**src/rtl/muldiv_unit.sv**
```systemverilog
`default_nettype none
// ============================================================================
// Module  : muldiv_unit
// Brief   : Iterative RV32M multiply/divide unit, one bit per cycle, fixed
//           33-cycle start->done latency on a shared 65-bit datapath.
// Revision: 1.0  initial release
// ============================================================================
module muldiv_unit #(
    parameter int XLEN  = 32,
    parameter int CNT_W = 6
) (
    input  logic            clk,
    input  logic            rst,
    input  logic            start,
    input  logic [2:0]      funct3,
    input  logic [XLEN-1:0] op_a,
    input  logic [XLEN-1:0] op_b,
    output logic            busy,
    output logic            done,
    output logic [XLEN-1:0] result
);

    typedef enum logic [1:0] {
        S_IDLE = 2'd0,
        S_CALC = 2'd1,
        S_DONE = 2'd2
    } state_t;

    state_t            state_q, state_d;
    logic [CNT_W-1:0]  cnt_q, cnt_d;
    logic [2:0]        f3_q, f3_d;
    logic              sa_q, sa_d;
    logic              sb_q, sb_d;
    logic              spec_q, spec_d;
    logic [XLEN-1:0]   spec_val_q, spec_val_d;
    logic [2*XLEN:0]   acc_q, acc_d;
    logic [XLEN-1:0]   opb_q, opb_d;
    logic [XLEN-1:0]   result_q, result_d;

    // Operand classification at accept
    logic              w_signed_a, w_signed_b, w_sa, w_sb;
    logic [XLEN-1:0]   w_mag_a, w_mag_b;
    logic              w_div_zero, w_ovf;
    logic [XLEN-1:0]   w_spec_val;

    always_comb begin
        w_signed_a = funct3[2] ? !funct3[0] : (funct3[1:0] != 2'b11);
        w_signed_b = funct3[2] ? !funct3[0] : !funct3[1];
        w_sa       = w_signed_a & op_a[XLEN-1];
        w_sb       = w_signed_b & op_b[XLEN-1];
        w_mag_a    = w_sa ? (~op_a + 1'b1) : op_a;
        w_mag_b    = w_sb ? (~op_b + 1'b1) : op_b;
        w_div_zero = (op_b == '0);
        w_ovf      = (funct3 == 3'b100 || funct3 == 3'b110)
                     && (op_a == {1'b1, {(XLEN-1){1'b0}}})
                     && (op_b == {XLEN{1'b1}});
        if (w_div_zero)
            w_spec_val = funct3[1] ? op_a : {XLEN{1'b1}};
        else
            w_spec_val = funct3[1] ? {XLEN{1'b0}} : {1'b1, {(XLEN-1){1'b0}}};
    end

    // One datapath iteration: shift-add multiply or restoring divide step.
    // Multiply keeps {carry, hi, multiplier} and shifts right; divide keeps
    // {remainder, dividend/quotient} and shifts left.
    logic [XLEN:0]     w_mul_sum;
    logic [2*XLEN:0]   w_mul_next;
    logic [2*XLEN:0]   w_div_sh;
    logic [XLEN+1:0]   w_div_diff;
    logic              w_div_ok;
    logic [2*XLEN:0]   w_div_next;
    logic [2*XLEN:0]   w_step;
    logic [2*XLEN-1:0] w_prod, w_prod_s;
    logic [XLEN-1:0]   w_quo, w_rem, w_fin;

    always_comb begin
        w_mul_sum  = {1'b0, acc_q[2*XLEN-1:XLEN]}
                     + (acc_q[0] ? {1'b0, opb_q} : {(XLEN+1){1'b0}});
        w_mul_next = {1'b0, w_mul_sum, acc_q[XLEN-1:1]};
        w_div_sh   = {acc_q[2*XLEN-1:0], 1'b0};
        w_div_diff = {1'b0, w_div_sh[2*XLEN:XLEN]} - {2'b00, opb_q};
        w_div_ok   = !w_div_diff[XLEN+1];
        w_div_next = {(w_div_ok ? w_div_diff[XLEN:0] : w_div_sh[2*XLEN:XLEN]),
                      w_div_sh[XLEN-1:1], w_div_ok};
        w_step     = f3_q[2] ? w_div_next : w_mul_next;

        w_prod     = w_step[2*XLEN-1:0];
        w_prod_s   = (sa_q ^ sb_q) ? (~w_prod + 1'b1) : w_prod;
        w_quo      = w_step[XLEN-1:0];
        w_rem      = w_step[2*XLEN-1:XLEN];
        case (f3_q)
            3'b000:                 w_fin = w_prod_s[XLEN-1:0];
            3'b001, 3'b010, 3'b011: w_fin = w_prod_s[2*XLEN-1:XLEN];
            3'b100, 3'b101:         w_fin = (sa_q ^ sb_q) ? (~w_quo + 1'b1) : w_quo;
            default:                w_fin = sa_q ? (~w_rem + 1'b1) : w_rem;
        endcase
    end

    always_comb begin
        state_d    = state_q;
        cnt_d      = cnt_q;
        f3_d       = f3_q;
        sa_d       = sa_q;
        sb_d       = sb_q;
        spec_d     = spec_q;
        spec_val_d = spec_val_q;
        acc_d      = acc_q;
        opb_d      = opb_q;
        result_d   = result_q;
        case (state_q)
            S_IDLE: begin
                if (start) begin
                    state_d    = S_CALC;
                    cnt_d      = '0;
                    f3_d       = funct3;
                    sa_d       = w_sa;
                    sb_d       = w_sb;
                    spec_d     = funct3[2] & (w_div_zero | w_ovf);
                    spec_val_d = w_spec_val;
                    acc_d      = {{(XLEN+1){1'b0}}, (funct3[2] ? w_mag_a : w_mag_b)};
                    opb_d      = funct3[2] ? w_mag_b : w_mag_a;
                end
            end
            S_CALC: begin
                acc_d = w_step;
                cnt_d = cnt_q + 1'b1;
                if (cnt_q == CNT_W'(XLEN-1)) begin
                    state_d  = S_DONE;
                    result_d = spec_q ? spec_val_q : w_fin;
                end
            end
            S_DONE:  state_d = S_IDLE;
            default: state_d = S_IDLE;
        endcase
    end

    always_ff @(posedge clk) begin
        if (rst) begin
            state_q    <= S_IDLE;
            cnt_q      <= '0;
            f3_q       <= '0;
            sa_q       <= 1'b0;
            sb_q       <= 1'b0;
            spec_q     <= 1'b0;
            spec_val_q <= '0;
            acc_q      <= '0;
            opb_q      <= '0;
            result_q   <= '0;
        end else begin
            state_q    <= state_d;
            cnt_q      <= cnt_d;
            f3_q       <= f3_d;
            sa_q       <= sa_d;
            sb_q       <= sb_d;
            spec_q     <= spec_d;
            spec_val_q <= spec_val_d;
            acc_q      <= acc_d;
            opb_q      <= opb_d;
            result_q   <= result_d;
        end
    end

    assign busy   = (state_q != S_IDLE);
    assign done   = (state_q == S_DONE);
    assign result = result_q;

endmodule
`default_nettype wire
```
**config.mk**
```make
export PLATFORM = sky130hd
export DESIGN_NAME = muldiv_unit
export DESIGN_NICKNAME = d
export VERILOG_FILES = /design/src/rtl/muldiv_unit.sv
export SDC_FILE = /design/constraint.sdc
export NUM_CORES = 1
export LEC_CHECK = 0
export CORE_MARGIN = 2
export CORE_UTILIZATION = 27
export CTS_CLUSTER_SIZE = 16
export DETAILED_ROUTE_END_ITERATION = 8
export GPL_ROUTABILITY_DRIVEN = 1
export PLACE_DENSITY = 0.45
export SYNTH_ARGS = -nofsm -noshare
export SYNTH_HDL_FRONTEND = slang
export SYNTH_SLANG_ARGS = --single-unit
```
**constraint.sdc**
```tcl
create_clock -name clk -period 5.3 [get_ports clk]
set_input_delay 0.795 -clock clk [delete_from_list [all_inputs] [get_ports clk]]
set_output_delay 0.795 -clock clk [all_outputs]
set_load 0.01 [all_outputs]
```
==> Word level (Yosys, flattened, before mapping) <==
Cells that the tools add are included.
{ "classes": {"add_sub_neg": 8, "n_eq_ne": 15, "reduce_logical": 17, "bitwise_logic": 10, "muxes": 24} }
{ "op_table": {"columns": ["operator", "count"], "rows": [
  ["32-bit two-way mux", 12],
  ["64-bit two-way mux", 3],
  ["32-bit by 1-bit adder with 32-bit output, second input constant", 4],
  ["32-bit inverter", 4],
  ["64-bit case mux with 2 select lines", 1],
  ["32-bit case mux with 3 select lines", 1],
  ["64-bit by 1-bit adder with 64-bit output, second input constant", 1],
  ["32-bit equality test, second input constant", 2],
  ["64-bit inverter", 1],
  ["33-bit by 32-bit subtractor with 34-bit output", 1],
  ["32-bit by 32-bit adder with 33-bit output", 1],
  ["32-bit zero test", 1],
  ["3-bit equality test, second input constant", 4],
  ["6-bit case mux with 2 select lines", 1],
  ["2-bit AND reduction", 4],
  ["6-bit by 1-bit adder with 6-bit output, second input constant", 1],
  ["3-bit by 2-bit equality test with 1-bit output, second input constant", 2],
  ["6-bit by 5-bit equality test with 1-bit output, second input constant", 1],
  ["6-bit two-way mux", 1],
  ["2-bit inequality test, second input constant", 3],
  ["2-bit two-way mux", 2],
  ["2-bit case mux with 2 select lines", 1],
  ["2-bit nonzero test", 2],
  ["1-bit AND", 3],
  ["other kinds (13)", 17]
]} }
{ "totals": {"reg_bits": 174, "inputBits": 70} }

==> Longest topological paths before layout <==
{ "logic_depth": {"word_depth": 8, "mapped_depth": 23} }

==> Worst setup path after synthesis <==
Ideal clock, no wire load.
{ "synth_path": {"kind": "flip-flop to flip-flop", "from": "register acc_q[41]", "to": "register result_q[20], in the netlist result[20]", "setup_ps": 122, "arrival_ps": 4429, "slack_ps": 749, "period_less_slack_ps": 4551, "stages_incl_launch_ff": 23, "t_required_ps": 5178, "path_buffers": 3, "cell_sequence": "dfxtp_1 > ha_1 > buf_6 > a21o_4 > a31oi_4 > o21ai_2 > o311ai_4 > buf_2 > a31o_2 > ha_1 > o211ai_1 > nor4b_1 > and2_1 > and2_1 > buf_2 > nand2_1 > inv_1 > nand4b_1 > o41ai_1 > xor2_1 > o22ai_1 > a21oi_1 > o21ai_1"} }
{ "synth_between": {"elab_chain_len": 8} }
{ "synth_lines": {"columns": ["item", "line_no", "source"], "rows": [
  ["from (decl)", "36", "logic [2*XLEN:0] acc_q, acc_d;"],
  ["from (signal assigned)", "146", "acc_q <= '0;"],
  ["from (signal assigned)", "157", "acc_q <= acc_d;"],
  ["33-bit by 32-bit subtractor with 34-bit output", "81", "w_div_diff = {1'b0, w_div_sh[2*XLEN:XLEN]} - {2'b00, opb_q};"],
  ["32-bit two-way mux / 1-bit zero test (equally long branches)", "83, 82", null],
  ["64-bit two-way mux (*)", "85", "w_step = f3_q[2] ? w_div_next : w_mul_next;"],
  ["64-bit inverter, or another cell as far along", "88", "w_prod_s = (sa_q ^ sb_q) ? (~w_prod + 1'b1) : w_prod;"],
  ["64-bit by 1-bit adder with 64-bit output, or another cell as far along", "88", null],
  ["64-bit two-way mux, or another cell as far along", "88", null],
  ["32-bit case mux with 3 select lines (*)", "91", "case (f3_q)"],
  ["32-bit two-way mux (*)", "129", "result_d = spec_q ? spec_val_q : w_fin;"],
  ["to (signal assigned)", "159", "result_q <= result_d;"],
  ["to (decl)", "38", "logic [XLEN-1:0] result_q, result_d;"]
]} }
Every way passes the cells marked *; elsewhere a longest branch is shown, timed or not.
A chain may end at the register's enable or synchronous reset.

==> Worst setup path after layout <==
{ "layout_path": {"from": "register opb_q[19]", "to": "register result_q[22], in the netlist result[22]"} }
{ "layout_between": {"elab_chain_len": 8} }
{ "layout_lines": {"columns": ["item", "line_no", "source"], "rows": [
  ["from (decl)", "37", "logic [XLEN-1:0] opb_q, opb_d;"],
  ["from (signal assigned)", "158", "opb_q <= opb_d;"],
  ["33-bit by 32-bit subtractor with 34-bit output / 32-bit two-way mux (equally long branches)", "81, 78", null],
  ["32-bit two-way mux, or another cell as far along", "83", "w_div_next = {(w_div_ok ? w_div_diff[XLEN:0] : w_div_sh[2*XLEN:XLEN]),"],
  ["64-bit two-way mux (*)", "85", null],
  ["64-bit inverter, or another cell as far along", "88", null],
  ["64-bit by 1-bit adder with 64-bit output, or another cell as far along", "88", null],
  ["64-bit two-way mux, or another cell as far along", "88", null],
  ["32-bit case mux with 3 select lines (*)", "91", null],
  ["32-bit two-way mux (*)", "129", null]
]} }
Marked as above.

==> metrics.txt <==
ANT nets after route 0; Clock power frac 27.3%; Power Dens Cells 258.9 mW/mm²; root buffer cell clkbuf_16; synth cell count leaders nand2_1 (307), a21oi_1 (274), nor2_1 (240), dfxtp_1 (174), clkbuf_1 (114); post-layout min period 5.214 ns; internal power 2884 µW; clk slew on worst S/H paths 0.07 ns; Peak VDD IR 0.0002504 V; final setup TNS 0 ns; switching pwr 2254 µW; area grow syn2layout 16.60%; Distinct cells, synth 109; Nets 2606; # diodes 0; Top Usage Layer GRT met2; via count 19010; CP Data Arrival Time 5.57 ns; top-area cell type share of the netlist area 20.46%; Synth Warn # 0; Wirelength per Cell 24.60 µm; Main synth FF type dfxtp_1; Tightest Pin Transition 1.276 ns; final setup fails 0; Seq/Total Area, Yosys 20.46%; max_cap viols 0; vias in the first global route 17490; syn avg cell area 7.077 µm²; Ports 104; Worst-Skew Late Latency 0.51 ns; final worst-path cycle share 98.37%; Slew headroom 14.44%; # H-tree levels 4; sw frac 43.87%; Pins Over Slew Limit 0; die area 0.06507 mm²; Setup CP Type flop to flop; Sink Count 174; GRT Total Usage 24.91%; Core ar. 0.06274 mm²; RSZ-0062 raised after global routing false; Finished Layout Cells 3323; largest net degree at the start of global routing 70; most instantiated library cell after synthesis nand2_1; final hold vios 0; Post-synth EDFFs 0; CTS Hold Bufs 0; CP required 5.66 ns; synthesized cell area 0.01702 mm²; placed insts 3290; grt ovf 0; Flop pwr share 28.3%; antenna violations before repair 6; post-synthesis sequential element count 174; met2 Usage GRT 39.23%; die height 255.1 µm; Synth area leader dfxtp_1; met1 usage 35.34%; fraction of layout instances using a drive strength above 1 8.357%; DR DRC count 0; Initial DRT Pass Iterations 6; hpwl dp 65090 µm; row count 92; I/O Buffers 103; Starting Density 27.13%; Leak 0.007335 µW; clk_skew 0.01499 ns; Chip Width 255.1 µm; First DRT Iteration DRCs 1900; critical path fanouts, max 12; fmax 0.1918 GHz; critical path capture point type flop; status finished, final reports clean; hold slack final 0.4487 ns; GRT met3 Usage 2.492%; CTS tree yes; Mapped Nets 2547; first-pass GRT wire length 119300 µm; largest cells by area after synthesis dfxtp_1 (20%), a21oi_1 (8.1%), nand2_1 (6.8%), nor2_1 (5.3%), xnor2_1 (5.2%); vias per inst 5.720; ys async rst share 0%; DRT Wirelength 81760 µm; Mapped Cells 2405; CP startpoint kind flop; RD Place Congestion 0.9712; combinational power share 44.3%; Hold Crit Class flop to flop; maximum buffer depth of the clock tree 2; CTS Buf Count 17
cells in the final DEF (no fill, tap or decap), types with 48 or more instances in the layout:
cell type,n
mux2i_1,48
nor3_1,67
xor2_1,70
nor2_1,239
xnor2_1,101
nand2b_1,48
clkdlybuf4s50_1,101
o21ai_0,111
buf_4,101
nand2_1,306
a21oi_1,273
dfxtp_1,172
inv_1,60
ha_1,70
nand3_1,71
kinds of logic after synthesis:
| family | after synthesis | share of synthesized area (%) |
|---|---|---|
| xor gates and xnor gates | 173 | 8.902 |
| buffers and inverters | 223 | 5.403 |
| muxes | 57 | 3.433 |
| AOI/OAI and AO/OA | 762 | 29.69 |
| and+or+nand+nor | 944 | 26.73 |
| adders and majority gates | 72 | 5.381 |
| DFF | 174 | 20.46 |
final timing paths:
kind,startpoint,end,slack [ns],cells past startpoint
worst min-delay path,spec_val_q[26],spec_val_q[26],0.45,2
worst min register to register,spec_val_q[26],spec_val_q[26],0.45,2
worst max register to register,opb_q[19],result[22],0.09,19
worst max-delay path,opb_q[19],result[22],0.09,19
layer usage:
layer  vias to the layer above  part of all wire (%)
li1                       8901                     -
met1                      9237                    46
met3                       108                   6.3
met5                         -                     0
met4                         0                   3.2
met2                       763                    45
critical path, stage by stage (launching register included):
cell	delay [ns]
dfxtp_1	0.45
inv_1	0.08
ha_1	0.44
nand2_1	0.15
o21ai_1	0.16
a21o_2	0.32
a221oi_2	0.35
buf_4	0.27
nand2_2	0.19
buf_4	0.22
buf_4	0.19
a41oi_1	0.33
mux2i_1	0.20
nand4bb_4	0.33
nor2_1	0.29
a21oi_1	0.14
xnor2_1	0.15
a221oi_1	0.55
buf_4	0.21
nor3_1	0.04
what timing repair did:
action,CTS,global route
gates resized for setup,0,6
buffers inserted,0,1
setup endpoints to repair,0,9
registers in the layout, indices dropped and copies added (netlist names):
register	flops
acc_q	64
opb_q	32
result	32
spec_val_q	32
cnt_q	6
f3_q	3
state_q	2
sa_q	1
sb_q	1
spec_q	1
cell type report:
class                           instances  area, µm²
Clock inverter                         14      181.4
Tap cell                              846       1059
Multi-Input combinational cell       2008      12690
Fill cell                            6801      42890
Inverter                               61      229.0
Clock buffer                           18      429.2
Sequential cell                       174       3488
Timing Repair Buffer                  202       1769
per-stage QoR:
step | utilization [%] | power, µW | cell area, µm² | setup WS (ns)
after floorplan | - | 2851 | 17020 | 0.7488
after global placement | 30.61 | 3712 | 19200 | 0.1975
after detailed placement | 30.61 | 3711 | 19200 | 0.07381
after CTS | 31.58 | 5121 | 19810 | 0.04565
after global routing | 31.64 | 5370 | 19850 | 0.01738
final | 31.64 | 5138 | 19850 | 0.08633
power by group through the flow:
stage / combinational, µW / clock, µW / sequential [µW]
2_1_floorplan: 1410 / 0 / 1440
3_3_place_gp: 2230 / 0 / 1480
3_5_place_dp: 2230 / 0 / 1480
4_1_cts: 2240 / 1430 / 1450
5_1_grt: 2430 / 1480 / 1460
6_report: 2280 / 1410 / 1450
Power figures use the tool's default switching activity.
